File: src/rtl/bus_arbiter_if.sv
// Shared bus types and the valid/ready request bus used by bus_arbiter.
// Master drives the request side; Slave returns ready and read data.
package BusPkg;
  typedef logic [31:0] addr_t;
  typedef logic [31:0] data_t;
endpackage

interface BusItf;
  import BusPkg::*;

  logic  valid;
  logic  ready;
  logic  wr;
  addr_t addr;
  data_t dataM2S;
  data_t dataS2M;

  modport Master (output valid, wr, addr, dataM2S, input ready, dataS2M);
  modport Slave  (input valid, wr, addr, dataM2S, output ready, dataS2M);
endinterface

File: src/rtl/bus_arbiter.sv
// Two-requester (instruction/data) arbiter onto one memory bus, round-robin on ties.
// Define BUS_ARB_FIXED_PRIO_EN to drop the pointer and always favour the data requester.
module bus_arbiter
  import BusPkg::*;
#(
  parameter logic P_RR_INIT = 1'b0
) (
  input  logic  clk,
  input  logic  rst,
  BusItf.Slave  bInsIf,
  BusItf.Slave  bDataIf,
  BusItf.Master bMemIf
);

  typedef enum logic [2:0] {
    S_IDLE,
    S_GNT_INS,
    S_GNT_DATA,
    S_RESP_INS,
    S_RESP_DATA
  } state_e;

  state_e state_q;
  state_e arb_state;
  logic   arb_en;
  logic   data_wins_tie;

  // Pointer holds the last granted requester: 1 = data, 0 = instruction.
`ifdef BUS_ARB_FIXED_PRIO_EN
  assign data_wins_tie = 1'b1;
`else
  logic ptr_q;

  assign data_wins_tie = ~ptr_q;

  always_ff @(posedge clk or negedge rst) begin
    if (!rst) begin
      ptr_q <= P_RR_INIT;
    end else if (arb_en && (arb_state == S_GNT_DATA)) begin
      ptr_q <= 1'b1;
    end else if (arb_en && (arb_state == S_GNT_INS)) begin
      ptr_q <= 1'b0;
    end
  end
`endif

  // Idle and response cycles are the only points where a new owner is chosen.
  assign arb_en = (state_q == S_IDLE) || (state_q == S_RESP_INS) || (state_q == S_RESP_DATA);

  always_comb begin
    arb_state = S_IDLE;
    if (bInsIf.valid && bDataIf.valid) begin
      arb_state = data_wins_tie ? S_GNT_DATA : S_GNT_INS;
    end else if (bDataIf.valid) begin
      arb_state = S_GNT_DATA;
    end else if (bInsIf.valid) begin
      arb_state = S_GNT_INS;
    end
  end

  always_ff @(posedge clk or negedge rst) begin
    if (!rst) begin
      state_q <= S_IDLE;
    end else begin
      unique case (state_q)
        S_IDLE, S_RESP_INS, S_RESP_DATA: state_q <= arb_state;
        S_GNT_INS:  if (bMemIf.ready) state_q <= S_RESP_INS;
        S_GNT_DATA: if (bMemIf.ready) state_q <= S_RESP_DATA;
        default:    state_q <= S_IDLE;
      endcase
    end
  end

  // Outputs decode from the registered state so reset clears them asynchronously.
  always_comb begin
    bMemIf.valid     = 1'b0;
    bMemIf.wr        = 1'b0;
    bMemIf.addr      = '0;
    bMemIf.dataM2S   = '0;
    bInsIf.ready     = 1'b0;
    bInsIf.dataS2M   = '0;
    bDataIf.ready    = 1'b0;
    bDataIf.dataS2M  = '0;
    unique case (state_q)
      S_GNT_INS: begin
        bMemIf.valid   = 1'b1;
        bMemIf.wr      = bInsIf.wr;
        bMemIf.addr    = bInsIf.addr;
        bMemIf.dataM2S = bInsIf.dataM2S;
        bInsIf.ready   = bMemIf.ready;
      end
      S_GNT_DATA: begin
        bMemIf.valid   = 1'b1;
        bMemIf.wr      = bDataIf.wr;
        bMemIf.addr    = bDataIf.addr;
        bMemIf.dataM2S = bDataIf.dataM2S;
        bDataIf.ready  = bMemIf.ready;
      end
      S_RESP_INS:  bInsIf.dataS2M  = bMemIf.dataS2M;
      S_RESP_DATA: bDataIf.dataS2M = bMemIf.dataS2M;
      default: ;
    endcase
  end

endmodule

File: src/flat_wrapper.sv
// flat-port wrapper written by rule: the top's interface ports become plain ports
module bus_arbiter_flat import BusPkg::*;
#(
  parameter logic P_RR_INIT = 1'b0
)
  (clk, rst, bInsIf_valid, bInsIf_wr, bInsIf_addr, bInsIf_dataM2S, bInsIf_ready, bInsIf_dataS2M, bDataIf_valid, bDataIf_wr, bDataIf_addr, bDataIf_dataM2S, bDataIf_ready, bDataIf_dataS2M, bMemIf_valid, bMemIf_wr, bMemIf_addr, bMemIf_dataM2S, bMemIf_ready, bMemIf_dataS2M);
  BusItf bInsIf_i ();
  BusItf bDataIf_i ();
  BusItf bMemIf_i ();
  input  logic clk;
  input  logic rst;
  input wire logic [$bits(bInsIf_i.valid)-1:0] bInsIf_valid;
  input wire logic [$bits(bInsIf_i.wr)-1:0] bInsIf_wr;
  input wire logic [$bits(bInsIf_i.addr)-1:0] bInsIf_addr;
  input wire logic [$bits(bInsIf_i.dataM2S)-1:0] bInsIf_dataM2S;
  output wire logic [$bits(bInsIf_i.ready)-1:0] bInsIf_ready;
  output wire logic [$bits(bInsIf_i.dataS2M)-1:0] bInsIf_dataS2M;
  input wire logic [$bits(bDataIf_i.valid)-1:0] bDataIf_valid;
  input wire logic [$bits(bDataIf_i.wr)-1:0] bDataIf_wr;
  input wire logic [$bits(bDataIf_i.addr)-1:0] bDataIf_addr;
  input wire logic [$bits(bDataIf_i.dataM2S)-1:0] bDataIf_dataM2S;
  output wire logic [$bits(bDataIf_i.ready)-1:0] bDataIf_ready;
  output wire logic [$bits(bDataIf_i.dataS2M)-1:0] bDataIf_dataS2M;
  output wire logic [$bits(bMemIf_i.valid)-1:0] bMemIf_valid;
  output wire logic [$bits(bMemIf_i.wr)-1:0] bMemIf_wr;
  output wire logic [$bits(bMemIf_i.addr)-1:0] bMemIf_addr;
  output wire logic [$bits(bMemIf_i.dataM2S)-1:0] bMemIf_dataM2S;
  input wire logic [$bits(bMemIf_i.ready)-1:0] bMemIf_ready;
  input wire logic [$bits(bMemIf_i.dataS2M)-1:0] bMemIf_dataS2M;
  assign bInsIf_i.valid = bInsIf_valid;
  assign bInsIf_i.wr = bInsIf_wr;
  assign bInsIf_i.addr = bInsIf_addr;
  assign bInsIf_i.dataM2S = bInsIf_dataM2S;
  assign bInsIf_ready = bInsIf_i.ready;
  assign bInsIf_dataS2M = bInsIf_i.dataS2M;
  assign bDataIf_i.valid = bDataIf_valid;
  assign bDataIf_i.wr = bDataIf_wr;
  assign bDataIf_i.addr = bDataIf_addr;
  assign bDataIf_i.dataM2S = bDataIf_dataM2S;
  assign bDataIf_ready = bDataIf_i.ready;
  assign bDataIf_dataS2M = bDataIf_i.dataS2M;
  assign bMemIf_valid = bMemIf_i.valid;
  assign bMemIf_wr = bMemIf_i.wr;
  assign bMemIf_addr = bMemIf_i.addr;
  assign bMemIf_dataM2S = bMemIf_i.dataM2S;
  assign bMemIf_i.ready = bMemIf_ready;
  assign bMemIf_i.dataS2M = bMemIf_dataS2M;
  bus_arbiter #(.P_RR_INIT(P_RR_INIT)) u_core (.clk(clk), .rst(rst), .bInsIf(bInsIf_i), .bDataIf(bDataIf_i), .bMemIf(bMemIf_i));
endmodule
File: config.mk
export PLATFORM = sky130hd
export DESIGN_NAME = bus_arbiter_flat
export DESIGN_NICKNAME = d
export VERILOG_FILES = /design/src/rtl/bus_arbiter_if.sv /design/src/rtl/bus_arbiter.sv /design/src/flat_wrapper.sv
export SDC_FILE = /design/constraint.sdc
export NUM_CORES = 1
export LEC_CHECK = 0
export BUFFER_PORTS_ARGS = -buffer_cell sky130_fd_sc_hd__buf_2
export CAP_MARGIN = 20
export CORE_AREA = 2 2 115 117
export DETAILED_ROUTE_END_ITERATION = 10
export DIE_AREA = 0 0 117 119
export GPL_TIMING_DRIVEN = 0
export HOLD_SLACK_MARGIN = 0.12
export PLACE_DENSITY_LB_ADDON = 0.1
export REMOVE_ABC_BUFFERS = 1
export SETUP_SLACK_MARGIN = 0.05
export SKIP_LAST_GASP = 1
export SYNTH_ARGS = -nofsm -noshare
export SYNTH_HDL_FRONTEND = slang
export SYNTH_SLANG_ARGS = --single-unit
File: constraint.sdc
create_clock -name clk -period 2.1 [get_ports clk]
set_clock_uncertainty 0.1 [all_clocks]
set_input_delay 0.42 -clock clk [delete_from_list [all_inputs] [get_ports clk]]
set_output_delay 0.42 -clock clk [all_outputs]
set_load 0.1 [all_outputs]
==> impl_metrics.json <==
{
  "status": "finished, violations left",
  "violations": "negative setup slack",
  "rsz0062_at_grt": "yes",
  "post_drt_wl_per_cell_um": 21.16,
  "clkTransAtPathRegs_ns": 0.03,
  "synthMuxAreaShare": 0.007253,
  "max-cap-violations": 0,
  "whs_endpoint": "u_core.state_q[0]",
  "critPathRequiredTime_ns": 1.58,
  "min-delay-start": "bInsIf_valid",
  "rr_worst_depth": 9,
  "final-max-slew-violation-count": 0,
  "detail_route.first_pass.iterations": 4,
  "cts_buffers": 3,
  "synth_top_area_frac": 0.4125,
  "wl_met1_um": 5009,
  "synth_simple_gate_area_frac": 0.3654,
  "dr_wl_met3_um": 1352,
  "ant_nets": 0,
  "preCtsSetupSlack_ns": -1.175,
  "fmax_mhz": 421.9,
  "hold_violations": 0,
  "core_area_um2": 12870,
  "initial_core_util": 0.1072,
  "period_share": 1.129,
  "fp.dieW_um": 117,
  "yosys-top-cells-area": "a22o_1, and3_1, dfrtp_1, buf_2, clkbuf_1",
  "gr-total-overflow": 0,
  "synth_top_family_by_area": "compound AO/OA/AOI/OAI gates",
  "synth_area_per_cell_um2": 7.500,
  "ys_seq_area_frac": 0.07253,
  "syn_area_um2": 1380,
  "timing.reg2reg.setup_slack_ns": 0.26,
  "final.setup.worst_slack_ns": -0.2701,
  "vias": 3153,
  "top_layer": "met4",
  "hp-class": "in -> reg",
  "fin_util": 0.5147,
  "ys_ff_latch": 4,
  "dp.cells": 637,
  "cts_num_sinks": 4,
  "max-clock-path-buffers": 2,
  "die_y_um": 119,
  "place.gp.congestion": 0.8088,
  "grt_pass1_wl_um": 17240,
  "synth_xor_area_frac": 0,
  "portBuffers": 298,
  "grt_use_total": 0.1635,
  "worstMarginPinSlew_ns": 0.2515,
  "crit_path_start_kind": "flip-flop",
  "htree_levels": 1,
  "drive_gt1_frac": 0.9030,
  "relSlewSlack": 0.8319,
  "hpwl_um": 8732,
  "grt_pass1_vias": 3067,
  "fin_cells": 703,
  "crit_type": "reg -> out",
  "drt_iter0_markers": 86,
  "avgViaCountPerCell": 4.485,
  "rows": 42,
  "hold_depth": 3,
  "synthCells": 184,
  "drc": 0,
  "dieArea_um2": 13920,
  "dr_wl_met2_um": 8124,
  "grt_max_degree": 33,
  "antenna_found_initial": 1,
  "setup_viol": 128,
  "synth.largest_area_cell": "a22o_1",
  "synth_compound_area_frac": 0.4442,
  "yosysWarnings": 0,
  "cp.arrival_ns": 1.85,
  "reg2reg_from": "u_core.state_q[2]",
  "routed_wl_um": 14870,
  "syn2layout_area_growth_pct": 380.1,
  "fin_tns_setup_ns": -22.81,
  "clk_latency_ns": 0.22,
  "synthAdderAreaFrac": 0,
  "cts_tree": "built",
  "nets": 695,
  "fin_crit_ns": 2.370,
  "reg2reg_to": "u_core.ptr_q",
  "end_kind": "output port",
  "crit_fanout": 7,
  "root_buffer": "clkbuf_16",
  "synth_cell_types": 23,
  "ios": 299
}
-- placed cells by master (no fill, tap or decap), drive strengths merged, types with 2 or more instances in the layout --
master,n
a22o,65
and2,3
and3,64
buf,356
clkbuf,13
dfrtp,4
nand2b,2
nor2,3
nor3b,3
-- cell type report --
cell class,count,area (µm²)
antenna,1,2.502
clock buffer,3,75.07
multi-input combinational,150,1787
fill,1057,6248
sequential,4,108.9
inverter,1,3.754
timing repair buffer,368,4429
tap,176,220.2
-- logic make-up (layout without fill, tap and decap cells) --
logic type             count (synthesis)  count (layout)
muxes                                  1               1
and+or+nand+nor                       78              78
DFF                                    4               4
other                                  0               1
buffers and inverters                 30             372
AOI/OAI and AO/OA                     71              71
-- worst max-delay path by stage --
stage                 startpoint                 end  slack [ns]  cells past startpoint
6_report       u_core.state_q[1]     bMemIf_addr[22]       -0.27                      6
3_3_place_gp   u_core.state_q[1]  bMemIf_dataM2S[12]       -2.54                      3
2_1_floorplan  u_core.state_q[1]      bMemIf_addr[0]       -1.48                      2
3_5_place_dp   u_core.state_q[1]     bMemIf_addr[31]       -1.18                      6
5_1_grt        u_core.state_q[1]  bMemIf_dataM2S[19]       -0.30                      5
4_1_cts        u_core.state_q[2]     bMemIf_addr[23]       -0.33                      6
-- cell usage after synthesis (all sizes together) --
master	instances
a21oi	1
a22o	65
a311o	1
a31oi	1
a32oi	1
and2	3
and3	64
buf	17
clkbuf	12
dfrtp	4
inv	1
mux2i	1
nand2	1
nand2b	2
nor2	3
nor2b	1
nor3b	3
o21ai	1
o221ai	1
or2	1
-- metrics by stage --
step	cell area, µm²	hold WS, ns
finish	6626	0.3728
global route	6624	0.3990
CTS	5492	0.3712
detailed placement	3105	0.1327
global placement	2943	0.1294
floorplan	1231	0.02441
-- sequential cells by signal (all words and copies together), names as in the netlist --
register        cells
u_core.state_q      3
u_core.ptr_q        1
-- worst max-delay path, cell delays in order (launching register included) --
cell	delay, ns
dfrtp_4	0.50
nor3b_4	0.25
clkbuf_16	0.20
buf_16	0.14
clkbuf_16	0.16
a22o_1	0.18
buf_12	0.18
-- per-layer routing --
metal  global-route usage  vias up
met5                    0        -
met4              0.03824        0
met3              0.04478       24
met2               0.3374      210
met1               0.1522     1485
li1                     -     1434
-- timing repair --
action | 4_1_cts | 5_1_grt
resized for setup | 529 | 134
cloned | 1 | 14
endpoints found under the hold margin | 4 | 0
hold buffers | 1 | 0
pin swaps | 19 | 62
setup endpoints to repair | 134 | 132
buffers inserted | 31 | 22
Power is not shown: default switching activity piles up to over one toggle a cycle in this logic, so the estimate is an artifact.
